[src/rtl/digdug_fgvram_arbiter_if.sv]
// ----------------------------------------------------------------------------
// digdug_fgvram_arbiter_if : CPU-side four-phase REQ/ACK bus to the FG VRAM arbiter
// Revision 1.0
// ----------------------------------------------------------------------------
`default_nettype none

interface digdug_fgvram_arbiter_if #(
  parameter int AW = 10,
  parameter int DW = 8
);
  logic          req;
  logic          we;
  logic [AW-1:0] ad;
  logic [DW-1:0] di;
  logic          ack;
  logic [DW-1:0] rd;

  modport master (output req, we, ad, di, input ack, rd);
  modport slave  (input req, we, ad, di, output ack, rd);
endinterface

`default_nettype wire

[src/rtl/digdug_fgvram_arbiter.sv]
// ----------------------------------------------------------------------------
// digdug_fgvram_arbiter : 8-phase time-slot sharing of the FG VRAM (video + CPU)
// Revision 1.0
// ----------------------------------------------------------------------------
`default_nettype none

module digdug_fgvram_arbiter #(
  parameter int AW = 10,
  parameter int DW = 8
) (
  input  logic                   clk48m,
  input  logic                   reset_n,
  digdug_fgvram_arbiter_if.slave cpu,
  input  logic [AW-1:0]          vid_ad,
  output logic [DW-1:0]          vid_dt,
  output logic [AW-1:0]          ram_ad,
  output logic                   ram_we,
  output logic [DW-1:0]          ram_di,
  input  logic [DW-1:0]          ram_do,
  output logic [2:0]             phase
);

  localparam logic [2:0] PH_VID_ISSUE = 3'd7;
  localparam logic [2:0] PH_VID_LATCH = 3'd1;
  localparam logic [2:0] PH_CPU_ISSUE = 3'd3;
  localparam logic [2:0] PH_CPU_RAM   = 3'd4;
  localparam logic [2:0] PH_CPU_CAPT  = 3'd5;

  typedef enum logic [1:0] {
    IDLE    = 2'd0,
    ISSUE   = 2'd1,
    CAPTURE = 2'd2,
    HOLD    = 2'd3
  } state_t;

  state_t        state;
  logic          is_write;
  logic          ack;
  logic [DW-1:0] cpu_rd;

  assign cpu.ack = ack;
  assign cpu.rd  = cpu_rd;

  always_ff @(posedge clk48m) begin
    if (!reset_n) begin
      phase    <= 3'd0;
      state    <= IDLE;
      is_write <= 1'b0;
      ack      <= 1'b0;
      cpu_rd   <= '0;
      vid_dt   <= '0;
      ram_ad   <= '0;
      ram_we   <= 1'b0;
      ram_di   <= '0;
    end else begin
      phase <= phase + 3'd1;

      // Video owns phase 0; its read data appears on ram_do during phase 1.
      if (phase == PH_VID_ISSUE) begin
        ram_ad <= vid_ad;
        ram_we <= 1'b0;
      end
      if (phase == PH_VID_LATCH) begin
        vid_dt <= ram_do;
      end

      case (state)
        IDLE: begin
          if (phase == PH_CPU_ISSUE && cpu.req) begin
            ram_ad   <= cpu.ad;
            ram_we   <= cpu.we;
            ram_di   <= cpu.di;
            is_write <= cpu.we;
            state    <= ISSUE;
          end
        end
        ISSUE: begin
          if (phase == PH_CPU_RAM) begin
            ram_we <= 1'b0;
            state  <= CAPTURE;
          end
        end
        CAPTURE: begin
          if (phase == PH_CPU_CAPT) begin
            if (!is_write) begin
              cpu_rd <= ram_do;
            end
            ack   <= 1'b1;
            state <= HOLD;
          end
        end
        HOLD: begin
          if (!cpu.req) begin
            ack   <= 1'b0;
            state <= IDLE;
          end
        end
        default: state <= IDLE;
      endcase
    end
  end

endmodule

`default_nettype wire

[src/flat_wrapper.sv]
// flat-port wrapper written by rule: the top's interface ports become plain ports
module digdug_fgvram_arbiter_flat 
#(
  parameter int AW = 10,
  parameter int DW = 8
)
  (clk48m, reset_n, vid_ad, vid_dt, ram_ad, ram_we, ram_di, ram_do, phase, cpu_req, cpu_we, cpu_ad, cpu_di, cpu_ack, cpu_rd);
  digdug_fgvram_arbiter_if #(.AW(AW), .DW(DW)) cpu_i ();
  input  logic clk48m;
  input  logic reset_n;
  input  logic [AW-1:0] vid_ad;
  output logic [DW-1:0] vid_dt;
  output logic [AW-1:0] ram_ad;
  output logic ram_we;
  output logic [DW-1:0] ram_di;
  input  logic [DW-1:0] ram_do;
  output logic [2:0] phase;
  input wire logic [$bits(cpu_i.req)-1:0] cpu_req;
  input wire logic [$bits(cpu_i.we)-1:0] cpu_we;
  input wire logic [$bits(cpu_i.ad)-1:0] cpu_ad;
  input wire logic [$bits(cpu_i.di)-1:0] cpu_di;
  output wire logic [$bits(cpu_i.ack)-1:0] cpu_ack;
  output wire logic [$bits(cpu_i.rd)-1:0] cpu_rd;
  assign cpu_i.req = cpu_req;
  assign cpu_i.we = cpu_we;
  assign cpu_i.ad = cpu_ad;
  assign cpu_i.di = cpu_di;
  assign cpu_ack = cpu_i.ack;
  assign cpu_rd = cpu_i.rd;
  digdug_fgvram_arbiter #(.AW(AW), .DW(DW)) u_core (.clk48m(clk48m), .reset_n(reset_n), .cpu(cpu_i), .vid_ad(vid_ad), .vid_dt(vid_dt), .ram_ad(ram_ad), .ram_we(ram_we), .ram_di(ram_di), .ram_do(ram_do), .phase(phase));
endmodule
[config.mk]
export PLATFORM = sky130hd
export DESIGN_NAME = digdug_fgvram_arbiter_flat
export DESIGN_NICKNAME = d
export VERILOG_FILES = /design/src/rtl/digdug_fgvram_arbiter_if.sv /design/src/rtl/digdug_fgvram_arbiter.sv /design/src/flat_wrapper.sv
export SDC_FILE = /design/constraint.sdc
export NUM_CORES = 1
export LEC_CHECK = 0
export CORE_ASPECT_RATIO = 0.7
export CORE_MARGIN = 2
export CORE_UTILIZATION = 40
export CTS_CLUSTER_DIAMETER = 50
export CTS_CLUSTER_SIZE = 10
export DETAILED_ROUTE_END_ITERATION = 8
export GPL_TIMING_DRIVEN = 0
export HOLD_SLACK_MARGIN = 0.1
export PLACE_DENSITY = 0.75
export SETUP_SLACK_MARGIN = 0.15
export SLEW_MARGIN = 5
export SYNTH_ARGS = -nofsm -noshare
export SYNTH_HDL_FRONTEND = slang
export SYNTH_SLANG_ARGS = --single-unit
[constraint.sdc]
create_clock -name clk48m -period 1.7 [get_ports clk48m]
set_input_delay 0.34 -clock clk48m [delete_from_list [all_inputs] [get_ports clk48m]]
set_output_delay 0.34 -clock clk48m [all_outputs]
set_load 0.1 [all_outputs]
# After elaboration in Yosys (flattened, before gate mapping)
# Cells that the tools add are included.
# W data, S select, Z words.
[word_totals]
register_bits = 42
in_bits = 40
output_inout_bits = 39
wordCells = 45
[classes]
n_addsub = 1
eq_ne = 12
mux = 15
n_bitwise = 1
reduce_logical = 7
[ops]
columns = ["op", "count"]
rows = [
  ["$mux W10", 3],
  ["$eq A3 B3 Y1 const B", 3],
  ["$mux W2", 4],
  ["$pmux W2 S4", 1],
  ["$ne A2 B1 Y1 const B", 3],
  ["$reduce_and A3 Y1", 2],
  ["$mux W1", 5],
  ["$eq A2 B2 Y1 const B", 2],
  ["$pmux W1 S2", 2],
  ["$reduce_and A4 Y1", 1],
  ["$add A3 B1 Y3 const B", 1],
  ["$eq A3 B1 Y1 const B", 1],
  ["$eq A3 B2 Y1 const B", 1],
  ["$eq A2 B1 Y1 const B", 1],
  ["$logic_not A2 Y1", 1],
  ["$ne A2 B2 Y1 const B", 1],
  ["$reduce_and A2 Y1", 1],
  ["$reduce_bool A2 Y1", 1],
  ["$logic_and A1 B1 Y1", 1],
  ["$not A1 Y1", 1],
]

# Longest topological paths before layout
# Gate-level depths: netlist of the first run.
[logic_depth]
depth_word = 4
mapped_depth = 7
depth_no_buf = 6

# Worst setup path before layout of the first run
# OpenSTA, ideal clock, no wires.
[synth_path]
path_type = "register to register"
from = "register u_core.phase[0]"
to = "register u_core.ram_ad[1]"
setup_ps = 116
arrival_ps = 2116
required_ps = 1584
path_slack_ps = -532
path_stages_with_launch = 7
n_path_buf = 1
synth_period_minus_slack_ps = 2232
cell_sequence = "dfxtp_1 ha_1 ha_1 buf_2 mux2i_1 nand2_1 o211a_1"
[synth_between]
elab_chain_len = 4
elab_cells_between_ends = 6
classes_between = "eq/ne (2); mux (3); reduce/logical (1)"
[synth_lines]
columns = ["element", "line_no", "text"]
rows = [
  ["from (decl)", "digdug_fgvram_arbiter.sv:20", "output logic [2:0] phase"],
  ["from (signal assigned)", "digdug_fgvram_arbiter.sv:56", "phase <= phase + 3'd1;"],
  ["$eq A3 B3 Y1 or $eq A3 B2 Y1 (tied branches)", "digdug_fgvram_arbiter.sv:59, digdug_fgvram_arbiter.sv:69", ""],
  ["$mux W10 or $logic_and A1 B1 Y1 (tied branches)", "digdug_fgvram_arbiter.sv:59, digdug_fgvram_arbiter.sv:69", ""],
  ["$mux W10", "digdug_fgvram_arbiter.sv:69", "if (phase == PH_CPU_ISSUE && cpu.req) begin"],
  ["$mux W10 (*)", "digdug_fgvram_arbiter.sv:67", "case (state)"],
  ["to (signal assigned)", "digdug_fgvram_arbiter.sv:60", "ram_ad <= vid_ad;"],
  ["to (signal assigned)", "digdug_fgvram_arbiter.sv:70", "ram_ad <= cpu.ad;"],
  ["to (decl)", "digdug_fgvram_arbiter.sv:16", "output logic [AW-1:0] ram_ad,"],
]
# Mark *: on every way between the ends. The rest lies on a longest branch, timed or not.
# A chain may end at the register's enable or synchronous reset.

# Worst setup path after layout of the first run
[layout_path]
from = "register u_core.ram_ad[9]"
to = "output ram_ad[9]"
[layout_lines]
columns = ["element", "line_no", "text"]
rows = [
  ["to (decl)", "flat_wrapper.sv:13", "output logic [AW-1:0] ram_ad;"],
]
# No word-level cell between the ends.

==> summary.txt, run 1 <==
initial antenna violation count: 0
routed vias/inst: 4.86
wire per inst: 13.1 µm
Fin Clk Skew: 0.0103 ns
Starting Density: 42.1%
highest net fanout along the worst path: 2
Leakage: 1.26 nW
sequential element share of the synthesized area: 45.3%
PwrDens: 869 nW/µm²
critical path's largest stage delay: 0.54 ns
Data arrival, critical path: 1.18 ns
final WL: 4.45 mm
Final Core Density: 61.8%
Max clock buf depth: 2
Syn Inst Count: 199
area grow syn2layout: 46.7%
Worst Setup SP: u_core.ram_ad[9]
Ports: 79
Synth Area in XOR/XNOR: 0%
vias in the first global route: 1573
GR Util met3: 5.17%
Peak Freq: 0.659 GHz
met2 Track Usage GR: 29.6%
clk_lat worst skew: 0.30 ns
DIE AREA: 5210 µm²
Post-synth ARST share: 0%
P_sw: 0.000813 W
CP Buf/Inv Count: 1
yosys synthesis warning count: 0
Die Y: 61.0 µm
Layout Cell Area excl Fill: 2720 µm²
number of flops mapped to enable cells by yosys: 0
port buffer count: 77
cts bufs inserted: 5
Worst slew margin: 63.9%
count leader, synth: nand2_1
GR Util met1: 22.3%
largest family of logic cells by synthesized area: simple AND/OR/NAND/NOR gates
Reg2Reg Capture Point: u_core.state[0]
vias: 1652
Synth Register Bits: 42
number of distinct library cells after synthesis: 25
Hold Crit Start: reset_n
min-delay worst type: input pin to register
sw frac: 34.4%
Comb power frac: 27.7%
Critical Path End Type: primary output
Final Max Slew Viols: 0
Worst Reg-to-Reg Cells: 5
share of total power in the clock network: 27.1%
grt total ovfl: 0
GRT Total Usage: 17.7%
Top Usage Layer GRT: met2
first-pass GRT wire length: 7.11 mm
Syn Area/Cell: 9.32 µm²
worst hold path endpoint: u_core.state[0]
worst reg2reg path startpoint: u_core.state[1]
Crit Path Class: register to primary output
maximum VDD drop: 0.521 mV
simple-gate share of the synthesized area: 17.9%
die width: 85.4 µm
Synth Cell Area: 1850 µm²
Synth Flop Type: dfxtp_1
# clock sinks: 42
pin count of the biggest net entering global routing: 14
Antenna Nets Post-Route: 0
worst hold slack: 0.389 ns
R2R setup slack: 0.24 ns
adder-cell share of the synthesized area: 6.07%
CTS tree: yes
Compound-Gate Fraction of Synth Area: 15.5%
Worst Path Required: 1.36 ns
Starting DRT DRC Count: 45
Mapped Nets: 248
Slew @ Worst Pin: 0.544 ns
slowest CP cell: clkdlybuf4s18_2
Final Setup Violations: 0
maxcap violations: 0
Power, Total: 0.00236 W
Final Hold Violating Endpoints: 0
cell breakdown of the critical path: clkdlybuf4s18_2
clk slew on worst S/H paths: 0.08 ns
top cell type's share of synthesized area: 45.3%
top post-synthesis cells by area: dfxtp_1 45%, mux2i_1 11%, nand2_1 10%
H-tree lvl count: 2
Rows: 20
Synth top cells by count: 50 x nand2_1, 42 x dfxtp_1, 20 x mux2i_1
period utilisation layout: 89.3%
clock period minus final worst setup slack: 1.52 ns
Worst Setup Start Kind: register
Ant. Diodes: 0
CP top delay family: buffers and inverters
mux share of post-synthesis cell area: 10.8%
Worst Hold Path Cells: 3
number of remaining DRC errors: 0
Nets: 333
share of post-route cells with drive strength above 1: 23.2%
Post-DP HPWL: 3.36 mm
internal power: 0.00155 W
placed inst area: 2770 µm²
RSZ-0062 raised after global routing: no
Flop pwr share: 45.1%
Yosys top cell by area: dfxtp_1
Core Footprint: 4400 µm²
clock root buffer master: clkbuf_8
RD Place Congestion: 0.755
status: finished clean
total iterations of the first detailed-routing run: 4
[layout by cell type, fill, tap and decap left out, types with 2 or more instances in the layout]
cell / instances
a21boi_0: 19
and3_1: 2
buf_2: 32
buf_4: 2
buf_6: 2
clkbuf_1: 6
clkbuf_8: 6
clkdlybuf4s18_2: 7
clkdlybuf4s50_1: 38
dfxtp_1: 37
dfxtp_2: 2
dfxtp_4: 3
ha_1: 5
ha_4: 3
inv_1: 7
mux2i_1: 20
nand2_1: 50
nand4b_1: 2
nor2b_1: 10
o211a_1: 10
o21ai_0: 3
[cells by family (layout without fill, tap and decap cells)]
logic type | Yosys count | in the layout
DFF | 42 | 42
AOI/OAI and AO/OA | 36 | 36
buffers and inverters | 20 | 106
adders and majority gates | 9 | 9
and+or+nand+nor | 72 | 72
muxes | 20 | 20
[cell type report]
class,instances,area (µm²)
Buffer,12,80.1
Timing Repair Buffer,78,624
Sequential cell,42,855
Clock inverter,2,13.8
Fill cell,418,1680
Clock buffer,6,72.6
Inverter,8,30.0
Multi-Input combinational cell,137,976
Tap cell,55,68.8
[power groups by stage]
stage	clock, W	sequential [W]	combinational [W]
floorplan	0	0.00134	0.000221
global placement	0	0.00109	0.000680
detailed placement	0	0.00109	0.000681
CTS	0.000656	0.00107	0.000674
global route	0.000701	0.00107	0.000698
finish	0.000641	0.00107	0.000655
[worst max path at each step]
| stage | end | depth (start not counted) | slack [ns] |
|---|---|---|---|
| 3_5_place_dp | phase[0] | 1 | -0.13 |
| 5_1_grt | ram_ad[5] | 1 | 0.15 |
| 4_1_cts | ram_we | 1 | 0.12 |
| 3_3_place_gp | phase[0] | 1 | -0.13 |
| 6_report | ram_ad[9] | 1 | 0.18 |
| 2_1_floorplan | u_core.ram_ad[0] | 7 | 0.15 |
[state kept, by name, indices dropped and copies added (netlist names)]
| signal | cells |
|---|---|
| u_core.phase | 3 |
| u_core.ram_we | 1 |
| u_core.state | 2 |
| u_core.ram_ad | 10 |
| u_core.is_write | 1 |
| u_core.ram_di | 8 |
| u_core.cpu.ack | 1 |
| u_core.vid_dt | 8 |
| u_core.cpu.rd | 8 |
[metal layers]
layer,vias up,routed length (µm)
met5,-,0
met3,7,264
li1,841,-
met1,757,2160
met4,0,46
met2,47,1970
[stage by stage]
| step | cells | TNS, ns | setup WS, ns |
|---|---|---|---|
| floorplan | 199 | 0 | 0.151 |
| global placement | 331 | -3.41 | -0.133 |
| detailed placement | 331 | -3.52 | -0.133 |
| CTS | 339 | 0 | 0.117 |
| global route | 340 | 0 | 0.151 |
| finish | 340 | 0 | 0.182 |
[what timing repair did]
| action | in CTS | in global routing |
|---|---|---|
| setup endpoints to repair | 39 | 48 |
| hold buffers | 0 | 0 |
| pin swaps | 0 | 3 |
| setup buffers | 0 | 1 |
| gates resized for setup | 128 | 63 |
Power figures use the tool's default switching activity.
==> run 2: changes to the inputs <==
--- a/config.mk
+++ b/config.mk
@@ -5,6 +5,7 @@
 export SDC_FILE = /design/constraint.sdc
 export NUM_CORES = 1
 export LEC_CHECK = 0
+export CAP_MARGIN = 10
 export CORE_ASPECT_RATIO = 0.7
 export CORE_MARGIN = 2
 export CORE_UTILIZATION = 40
@@ -14,6 +15,7 @@
 export GPL_TIMING_DRIVEN = 0
 export HOLD_SLACK_MARGIN = 0.1
 export PLACE_DENSITY = 0.75
+export RECOVER_POWER = 25
 export SETUP_SLACK_MARGIN = 0.15
 export SLEW_MARGIN = 5
 export SYNTH_ARGS = -nofsm -noshare
==> constraint.sdc (replaced) <==
create_clock -name clk48m -period 1.7 [get_ports clk48m]
set_input_delay 0.34 -clock clk48m [delete_from_list [all_inputs] [get_ports clk48m]]
set_output_delay 0.34 -clock clk48m [all_outputs]
set_load 0.02 [all_outputs]
==> run 2 against run 1 <==
Effect of this change:
- critical path depth up 5
- via count up 0.85%
- worst setup slack improved by 0.0017 ns
- sequential power about the same
- cell area increased by 5.1%
- total power shrank 7.2%
- critical endpoint is now u_core.ram_ad[4]
- largest power group unchanged
==> summary.txt, run 2 (synthesis results as in run 1) <==
initial antenna violation count: 0 (unchanged)
Final Max Slew Viols: 0 (unchanged)
Nets: 336 (+0.90%)
R2R setup slack: 0.18 ns (-0.06 ns)
Fin Clk Skew: 0.00944 ns (-0.000870 ns)
Final Core Density: 64.9% (+3.2 points)
H-tree lvl count: 2 (unchanged)
Starting DRT DRC Count: 54 (+20%)
highest net fanout along the worst path: 10 (+8)
Hold Crit Start: reset_n
Data arrival, critical path: 1.70 ns (+0.52 ns)
maximum VDD drop: 0.552 mV (+5.8%)
area grow syn2layout: 54.2%
Top reg by flops: u_core.ram_ad
status: finished clean
Final Hold Violating Endpoints: 0 (unchanged)
Comb power frac: 21.7% (-6.0 points)
vias: 1666 (+0.85%)
DIE AREA: 5210 µm² (unchanged)
internal power: 0.00161 W (+3.6%)
Leakage: 1.39 nW (+9.7%)
setup ws final: 0.184 ns (+0.00171 ns)
GRT Total Usage: 18.4% (+0.75 points)
Die Y: 61.0 µm (unchanged)
Peak Freq: 0.659 GHz (+0.11%)
Max clock buf depth: 2 (unchanged)
maxcap violations: 0 (unchanged)
Worst Path Required: 1.88 ns (+0.52 ns)
clk slew on worst S/H paths: 0.08 ns (about the same)
wire per inst: 13.9 µm (+5.9%)
sw frac: 26.8% (-7.6 points)
final WL: 4.75 mm (+6.8%)
port buffer count: 77 (unchanged)
total iterations of the first detailed-routing run: 4 (unchanged)
Antenna Nets Post-Route: 0 (unchanged)
max reg flops: 10 (unchanged)
P_sw: 0.000588 W (-28%)
Worst Hold Path Cells: 3 (unchanged)
Post-Place Worst Slack: -0.0664 ns (+0.0667 ns)
pin count of the biggest net entering global routing: 13 (-1)
# clock sinks: 42 (unchanged)
most frequent cells in the layout: 51 x nand2_1, 39 x dlygate4sd2_1, 39 x dfxtp_1, 38 x clkdlybuf4s50_1
Worst slew margin: 66.1% (+2.2 points)
commonest non-fill, non-tap cell in the layout: nand2_1
Crit Path Class: register to register
multi-input logic area: 995 µm² (+1.9%)
Worst Setup Start Kind: register
period utilisation layout: 89.2% (-0.10 points)
worst hold path endpoint: u_core.state[1]
worst reg2reg path startpoint: u_core.phase[1]
Ant. Diodes: 0 (unchanged)
cts bufs inserted: 5 (unchanged)
Post-DP HPWL: 3.45 mm (+2.7%)
RSZ-0062 raised after global routing: yes
number of remaining DRC errors: 0 (unchanged)
share of total power in the clock network: 29.8% (+2.7 points)
clock root buffer master: clkbuf_8
Reg2Reg Capture Point: u_core.ram_ad[4]
die width: 85.4 µm (unchanged)
clk_lat worst skew: 0.29 ns (about the same)
Core Footprint: 4400 µm² (unchanged)
filler instances: 417 (-0.24%)
Ports: 79 (unchanged)
clock period minus final worst setup slack: 1.52 ns (-0.00171 ns)
RD Place Congestion: 0.783 (+3.7%)
Final Setup Violations: 0 (unchanged)
hold_buf cts: 0 (unchanged)
Worst Setup SP: u_core.phase[1]
Slew @ Worst Pin: 0.507 ns (-0.0363 ns)
Rows: 20 (unchanged)
CTS tree: yes
vias in the first global route: 1547 (-1.7%)
PwrDens: 767 nW/µm² (-12%)
routed vias/inst: 4.86 (about the same)
first-pass GRT wire length: 7.38 mm (+3.9%)
register area: 847 µm² (-0.88%)
Worst Reg-to-Reg Cells: 6 (+1)
min-delay worst type: input pin to register
placed inst area: 2700 µm² (-2.6%)
Layout Cell Area excl Fill: 2860 µm² (+5.1%)
worst hold slack: 0.431 ns (+0.0415 ns)
Critical Path End Type: register
Starting Density: 42.1% (unchanged)
share of post-route cells with drive strength above 1: 11.8% (-11 points)
Flop pwr share: 48.5% (+3.4 points)
grt total ovfl: 0 (unchanged)
==> run 2: cell types whose count changed in the layout (fill, tap and decap cells not counted), moves of 3 or more <==
cell / previous run / this run
buf_2: 32 / 2
dlygate4sd2_1: 0 / 39
clkdlybuf4s18_2: 7 / 0
inv_1: 7 / 4
ha_1: 5 / 2
==> run 2: repair_timing <==
| action | 4_1_cts | 5_1_grt |
|---|---|---|
| pin swaps | 0 | 4 |
| setup buffers | 1 | 3 |
| endpoints found under the setup margin | 49 | 20 |
| resized for setup | 47 | 20 |
==> run 2: stage by stage <==
step	setup TNS, ns	power (W)	instances
final	0	0.00219	343
after global routing	0	0.00232	343
after floorplan	0	0.00133	199
after CTS	0	0.00219	340
after global placement	-0.480	0.00154	331
after detailed placement	-0.575	0.00155	331
==> run 2: how the worst max path moves through the flow <==
stage	to	depth (start not counted)
final	u_core.ram_ad[4]	6
after floorplan	u_core.ram_ad[0]	6
after detailed placement	u_core.ram_ad[4]	5
after CTS	u_core.ram_ad[4]	6
after global routing	u_core.state[0]	7
after global placement	u_core.ram_ad[0]	5
==> run 2: power by group through the flow <==
stage	sequential, W	clock (W)	combinational, W
after floorplan	0.00112	0	0.000209
after detailed placement	0.00108	0	0.000467
after global routing	0.00107	0.000727	0.000520
final	0.00106	0.000652	0.000476
after global placement	0.00108	0	0.000454
after CTS	0.00106	0.000676	0.000451
==> run 2: layout make-up <==
cell class	count	area share (%)
Inverter	8	1.14
Timing Repair Buffer	81	26.2
Clock buffer	7	3.02
Tap cell	55	2.41
Multi-Input combinational cell	137	34.8
Buffer	12	2.63
Sequential cell	42	29.6
Clock inverter	1	0.175
==> run 2: routing by layer <==
layer | wire length [µm] | track usage (%) | vias up
li1 | - | - | 844
met5 | 0 | 0 | -
met3 | 316 | 5.31 | 7
met2 | 2130 | 28.8 | 53
met1 | 2250 | 24.6 | 762
met4 | 58 | 7.03 | 0
==> run 2: worst max-delay path, cell delays in order, from the launching register on <==
cell and delay (ns):
dfxtp_1 0.38, ha_2 0.25, ha_4 0.16, nand3_2 0.10, buf_6 0.14, buf_4 0.16, o211a_1 0.21
==> run 3: changes to the inputs <==
--- a/config.mk
+++ b/config.mk
@@ -13,7 +13,7 @@
 export CTS_CLUSTER_SIZE = 10
 export DETAILED_ROUTE_END_ITERATION = 8
 export GPL_TIMING_DRIVEN = 0
-export HOLD_SLACK_MARGIN = 0.1
+export HOLD_SLACK_MARGIN = 0.03
 export PLACE_DENSITY = 0.75
 export RECOVER_POWER = 25
 export SETUP_SLACK_MARGIN = 0.15
==> results of run 3 <==
Same layout as run 2: the final DEF is identical, and so are final timing and power.
